--- config.mk ---
export PLATFORM = sky130hd
export DESIGN_NAME = muldiv_sched
export DESIGN_NICKNAME = d
export VERILOG_FILES = /design/src/rtl/muldiv_pkg.sv /design/src/rtl/muldiv_sched.sv
export SDC_FILE = /design/constraint.sdc
export NUM_CORES = 1
export LEC_CHECK = 0
export BUFFER_PORTS_ARGS = -buffer_cell sky130_fd_sc_hd__buf_2
export CORE_AREA = 2 2 128 105
export DETAILED_ROUTE_END_ITERATION = 12
export DIE_AREA = 0 0 130 107
export SYNTH_ARGS = -nofsm -noshare
export SYNTH_HDL_FRONTEND = slang
export SYNTH_SLANG_ARGS = --single-unit
--- constraint.sdc ---
create_clock -name clk -period 1.92 [get_ports clk]
set_clock_uncertainty 0.15 [all_clocks]
set_input_delay 0.288 -clock clk [delete_from_list [all_inputs] [get_ports clk]]
set_output_delay 0.288 -clock clk [all_outputs]
set_load 0.005 [all_outputs]
--- src/rtl/muldiv_pkg.sv ---
// muldiv_pkg: shared state encoding and sizing for the HI/LO multiply/divide sequencer
package muldiv_pkg;
  typedef enum logic [1:0] {
    IDLE     = 2'd0,
    MUL_WAIT = 2'd1,
    DIV_WAIT = 2'd2,
    DONE     = 2'd3
  } state_e;
  localparam int MUL_LAT_DEFAULT = 2;
  localparam int CNT_W = 4;
endpackage

--- src/rtl/muldiv_sched.sv ---
// muldiv_sched: EX-stage launch/stall/capture sequencer for the multiplier and iterative divider
module muldiv_sched
  import muldiv_pkg::*;
#(
  parameter int WIDTH = 32,
  parameter int MUL_LAT = MUL_LAT_DEFAULT
) (
  input  logic             clk,
  input  logic             rst,
  input  logic             ismultE,
  input  logic             signedmultE,
  input  logic             isdivE,
  input  logic             signeddivE,
  input  logic             flushE,
  input  logic             stall_otherE,
  input  logic [WIDTH-1:0] mul_hi,
  input  logic [WIDTH-1:0] mul_lo,
  input  logic             div_ready,
  input  logic [WIDTH-1:0] div_hi,
  input  logic [WIDTH-1:0] div_lo,
  output logic             mul_start,
  output logic             mul_signed,
  output logic             div_start,
  output logic             div_signed,
  output logic             div_cancel,
  output logic             stall_muldivE,
  output logic             muldiv_validE,
  output logic [WIDTH-1:0] hiE,
  output logic [WIDTH-1:0] loE,
  output logic             busy
);
  state_e state_q, state_d;
  logic [CNT_W-1:0] cnt_q, cnt_d;
  logic [WIDTH-1:0] hi_q, hi_d, lo_q, lo_d;
  always_comb begin
    state_d = state_q;
    cnt_d = cnt_q;
    hi_d = hi_q;
    lo_d = lo_q;
    mul_start = 1'b0;
    div_start = 1'b0;
    div_cancel = 1'b0;
    stall_muldivE = 1'b0;
    muldiv_validE = 1'b0;
    case (state_q)
      IDLE: begin
        if (!flushE && isdivE) begin
          div_start = 1'b1;
          stall_muldivE = 1'b1;
          state_d = DIV_WAIT;
        end else if (!flushE && ismultE) begin
          mul_start = 1'b1;
          stall_muldivE = 1'b1;
          cnt_d = CNT_W'(MUL_LAT - 1);
          state_d = MUL_WAIT;
        end
      end
      MUL_WAIT: begin
        if (flushE) state_d = IDLE;
        else if (cnt_q != '0) begin
          stall_muldivE = 1'b1;
          cnt_d = cnt_q - 1'b1;
        end else begin
          stall_muldivE = 1'b1;
          hi_d = mul_hi;
          lo_d = mul_lo;
          state_d = DONE;
        end
      end
      DIV_WAIT: begin
        if (flushE) begin
          div_cancel = 1'b1;
          state_d = IDLE;
        end else begin
          stall_muldivE = 1'b1;
          if (div_ready) begin
            hi_d = div_hi;
            lo_d = div_lo;
            state_d = DONE;
          end
        end
      end
      default: begin
        muldiv_validE = 1'b1;
        state_d = (flushE || !stall_otherE) ? IDLE : DONE;
      end
    endcase
  end
  always_ff @(posedge clk) begin
    if (rst) begin
      state_q <= IDLE;
      cnt_q <= '0;
      hi_q <= '0;
      lo_q <= '0;
    end else begin
      state_q <= state_d;
      cnt_q <= cnt_d;
      hi_q <= hi_d;
      lo_q <= lo_d;
    end
  end
  assign mul_signed = signedmultE;
  assign div_signed = signeddivE;
  assign hiE = hi_q;
  assign loE = lo_q;
  assign busy = state_q != IDLE;
endmodule

### After elaboration in Yosys (flattened, before gate mapping)

Cells that the tools add are included.

* multiply operators: 0
* $add $sub $neg: 1
* muxes and demuxes: 34
* eq/ne operators: 12
* reductions and logical operators: 15
* div/mod/pow operators: 0
* bitwise gates (word level): 0
* shift operators: 0
* magnitude comparators: 0

Operators by type and width (number)
* two-way mux 32 bit: 8
* case mux 32 bit (2 select lines): 2
* two-way mux 4 bit: 4
* two-way mux 2 bit: 7
* != test 2 bit (second input constant): 7
* two-way mux 1 bit: 10
* AND reduction 5 bit: 2
* != test 3 bit (second input constant): 3
* case mux 4 bit (2 select lines): 1
* case mux 2 bit (3 select lines): 1
* nonzero test 2 bit: 3
* nonzero test 4 bit: 1
* subtractor 4 x 1 -> 4 bit (second input constant): 1
* AND reduction 3 bit: 1
* OR reduction 3 bit: 1
* == test 2 x 1 -> 1 bit (second input constant): 1
* == test 2 bit (second input constant): 1
* logical AND 1 bit: 2
* logical NOT 1 bit: 2
* logical NOT 2 bit: 1
* case mux 1 bit (2 select lines): 1
* OR reduction 2 bit: 1
* logical OR 1 bit: 1

* memories kept: 0
* RAM bits: 0
* output and inout port bits: 72
* bits in latches: 0
* input bits: 137
* register bits: 70
* ROM bits: 0

### Longest topological paths before layout

* depth after elaboration: 5
* depth in mapped cells: 9
* depth with buffers taken out: 6

### Least setup slack after synthesis

OpenSTA, ideal clock, no wires.

* path kind: reg2reg
* from: register state_q[1]
* to: register lo_q[19], in the netlist loE[19]
* library setup time: 0.145 ns
* period minus slack after synthesis: 1.943 ns
* stages on the path, launching flop included: 9
* data arrival time: 1.649 ns
* buffers on the path: 3
* path slack: -0.023 ns
* path through: dfxtp_1 -> inv_1 -> ha_1 -> buf_4 -> nand2b_4 -> a221oi_2 -> buf_4 -> buf_2 -> a211oi_1

* cells in the longest elaborated chain, start to end: 3

RTL lines
* from (decl): RTL line muldiv_sched.sv:32 `state_e state_q, state_d;`
* from (signal assigned): RTL line muldiv_sched.sv:96 `state_q <= state_d;`
* == test 2 x 1 -> 1 bit / == test 2 bit (equally long branches): RTL line muldiv_sched.sv:45 `case (state_q)`
* != test 2 bit (no line) / nonzero test 2 bit (equally long branches)
* AND reduction 5 bit (no line)
* to (signal assigned): RTL line muldiv_sched.sv:99 `lo_q <= lo_d;`
* to (decl): RTL line muldiv_sched.sv:34 `logic [WIDTH-1:0] hi_q, hi_d, lo_q, lo_d;`

Parallel ways exist; a longest one is shown, timed or not.
A chain may end at the register's enable or synchronous reset.

### Final worst setup path

* from: register state_q[1]
* to: register lo_q[13], in the netlist loE[13]

Same word-level chain as after synthesis.

==> summary.md <==
| Metric | Value |
|---|---|
| DIE AREA | 13910 sq um |
| Critical Path AT | 1980 ps |
| Hold path startpoint | div_lo[21] |
| Number of global-route vias before repair | 3527 |
| Initial antenna violation count | 0 |
| Outcome | finished with violations |
| TritonCTS clock tree | built |
| Ports | 209 |
| Flop pwr share | 30.1% |
| Failing checks | setup timing |
| Comb power frac | 46.4% |
| Power density cells | 1084 nW/um^2 |
| Seq. cell area | 1408 sq um |
| VDD IR max | 0.4775 mV |
| Hold path depth | 3 |
| Max-Cap Viols | 0 |
| Count of input and output buffers | 204 |
| Post-detail-place hpwl | 7518 microns |
| Gr ovfl total | 0 |
| Num Clock Sinks | 70 |
| Largest delay share family, worst path | buffers and inverters |
| Post-DR vias/cell | 4.631 |
| Syn_area_per_cell | 10.43 sq um |
| Endpoints failing setup | 1 |
| H-Tree Depth | 3 |
| Fill cells | 1206 |
| RSZ-0062 raised after global routing | true |
| Final TNS setup | -4.764 ps |
| CP Class | flip-flop to flip-flop |
| Switching share of power | 33.43% |
| Area Growth Syn to Fin | 62.43% |
| Initial Utilization | 29.22% |
| Largest net degree at the start of global routing | 52 |
| Yosys reg bits | 70 |
| Reg2reg setup slack | -5 ps |
| Core footprint | 12640 sq um |
| Net Sw Power | 2.173 mW |
| Multi-input logic area | 2162 sq um |
| Post-synth top area cell | dfxtp_1 |
| Post-synth top cells | dfxtp_1, mux2i_1, nor2_1 |
| Crit path max fanout | 5 |
| Pleak | 2.597 nW |
| Root Buffer | clkbuf_16 |
| Layout cell share with drive strength beyond 1 | 61.91% |
| Hold Path Sink | loE[21]$_SDFFE_PP0P_ |
| Worst setup margin | -4.764 ps |
| Worst path bufs/invs | 6 |
| Dpl cells | 735 |
| Ys async rst share | 0% |
| Startpoint Class | flip-flop |
| Ant diodes | 0 |
| Yosys cell types | 35 |
| Via count | 3668 |
| Fin crit share | 100.2% |
| Final core occ | 47.47% |
| Sequential fraction of the synthesis area | 37.94% |
| HP Class | input pin to flip-flop |
| Tightest Pin Transition | 440.1 ps |
| Min Tclk post-route | 1925 ps |
| Reg2reg path depth | 10 |
| Worst-path clk slew | 60 ps |
| TritonCTS Buffers | 9 |
| Final slew viol count | 0 |
| Die W | 130 microns |
| Most frequent cell after synthesis | dfxtp_1 |
| Worst EP required | 1980 ps |
| Routability cong. | 0.8166 |
| Worst skew pair latency | 330 ps |
| Post-detailed-route wirelength per cell | 13.77 microns |
| Synth Warn # | 0 |
| Post-synth EDFFs | 0 |
| DRT Pass-1 Iters | 4 |
| Critical path endpoint category | flip-flop |
| Mapped Nets | 498 |
| # hold bufs at CTS | 0 |
| Cells along the critical path | inv_2, ha_4, nand2b_4, a221oi_4, buf_6, buf_8, buf_16, buf_8, buf_4, a211oi_2 |
| Final WL | 10910 microns |
| Final std cells w/o fill | 792 |
| Mapped Area | 3694 sq um |
| Internal | 4.328 mW |
| Final nets | 756 |
| CP max-delay cell | dfxtp_2 |
| DR iter-0 viols | 84 |
| Clock share of power | 23.5% |
| Die height | 107 microns |
| Final ANT Viol Nets | 0 |
| Global-route wire length before repair | 16330 microns |
| Fmax | 519.5 MHz |
| R2R Path End | loE[13]$_SDFFE_PP0P_ |
| Worst-case clock buffer depth | 2 |
| CP most frequent cell | buf_8 |
| Hold Worst Slack | 154.5 ps |
| Relative slew margins | 70.66% |
| Row count | 37 |
| # DRC | 0 |
| Predominant post-synthesis flop cell | dfxtp_1 |
| Crit. path cell count | 10 |
| Crit path largest cell delay | 330 ps |
| Final hold violation count | 0 |
| GRT Overall Usage | 14.84% |
| Post-Synthesis Cells | 354 |
| Synth top area share | 37.94% |
| Worst flop-to-flop path startpoint | state_q[1]$_SDFFE_PP0P_ |
| Top cells by area, synth | dfxtp_1, a211oi_2, mux2i_1 |
[worst min-delay path, stage by stage]
cell and delay, ps:
buf_2 90, mux2i_1 120, a211oi_1 80
[what timing repair did]
action                     in CTS  in global routing
gates cloned                    3                  3
setup buffers                  32                  5
setup endpoints to repair      63                 68
pin swaps                      25                  7
resized for setup              46                 33
[area by class of cell]
cell class,instances,area share [%]
Sequential cell,70,23.46
Timing Repair Buffer,279,31.57
Clock inverter,6,0.6257
Multi-Input combinational cell,242,36.04
Clock buffer,10,3.983
Tap cell,175,3.650
Inverter,10,0.6674
[cell usage in the layout, fill, tap and decap left out, drive strengths merged]
cell type	n
a21oi	6
o2111ai	1
a32oi	1
nand3	2
o21ai	4
clkinvlp	3
ha	7
nand2b	2
o31ai	1
a221oi	1
nand3b	1
nor2	64
buf	276
or3	1
clkinv	3
a211oi	67
inv	10
mux2i	64
a311oi	1
nand4bb	1
and2	1
dfxtp	70
nand2	4
a41o	1
clkbuf	13
a211o	1
nor4	1
nor2b	1
and3	4
a31o	2
or3b	1
o21bai	1
and4b	1
[cells by family (layout without fill, tap and decap cells)]
group                    count (synthesis)  after routing  share of synthesized area, %
AO/OA/AOI/OAI                           87             87                         25.07
multiplexers                            64             64                         17.34
AND/OR/NAND/NOR                         84             84                         10.54
adder cells (fa/ha/maj)                  7              7                         2.371
buffers and inverters                   42            305                         6.741
flip-flops                              70             70                         37.94
[how the worst max path moves through the flow]
stage                                  startpoint                   end
after floorplan           state_q[1]$_SDFFE_PP0P_  hiE[22]$_SDFFE_PP0P_
after global placement    state_q[0]$_SDFFE_PP0P_  hiE[28]$_SDFFE_PP0P_
after detailed placement  state_q[1]$_SDFFE_PP0P_  hiE[28]$_SDFFE_PP0P_
after CTS                 state_q[1]$_SDFFE_PP0P_  hiE[25]$_SDFFE_PP0P_
after global routing      state_q[1]$_SDFFE_PP0P_  loE[13]$_SDFFE_PP0P_
final                     state_q[1]$_SDFFE_PP0P_  loE[13]$_SDFFE_PP0P_
[power groups by stage]
stage | Combinational [mW] | Sequential (mW) | Clock [mW]
global route | 3.27 | 1.99 | 1.64
global placement | 2.25 | 1.96 | 0
finish | 3.02 | 1.96 | 1.53
floorplan | 1.44 | 1.99 | 0
CTS | 2.85 | 1.95 | 1.58
detailed placement | 2.33 | 1.96 | 0
[sequential cells by signal, indices dropped and copies added (netlist names)]
signal / cells
state_q: 2
hiE: 32
loE: 32
cnt_q: 4
[through the flow]
stage | total power [mW] | area, sq um | setup slack, ps
3_5_place_dp | 4.293 | 5066 | -78.30
5_1_grt | 6.902 | 6000 | -89.26
6_report | 6.501 | 6000 | -4.764
2_1_floorplan | 3.424 | 3696 | 13.55
3_3_place_gp | 4.215 | 5066 | 6.469
4_1_cts | 6.374 | 5823 | -12.98
[layer usage]
| metal | share of wire (%) | global-route usage [%] |
|---|---|---|
| met5 | 0 | 0 |
| met1 | 42 | 17.54 |
| met3 | 6.2 | 3.892 |
| met4 | 1.7 | 4.685 |
| met2 | 51 | 26.10 |
(Power assumes the default switching activity.)
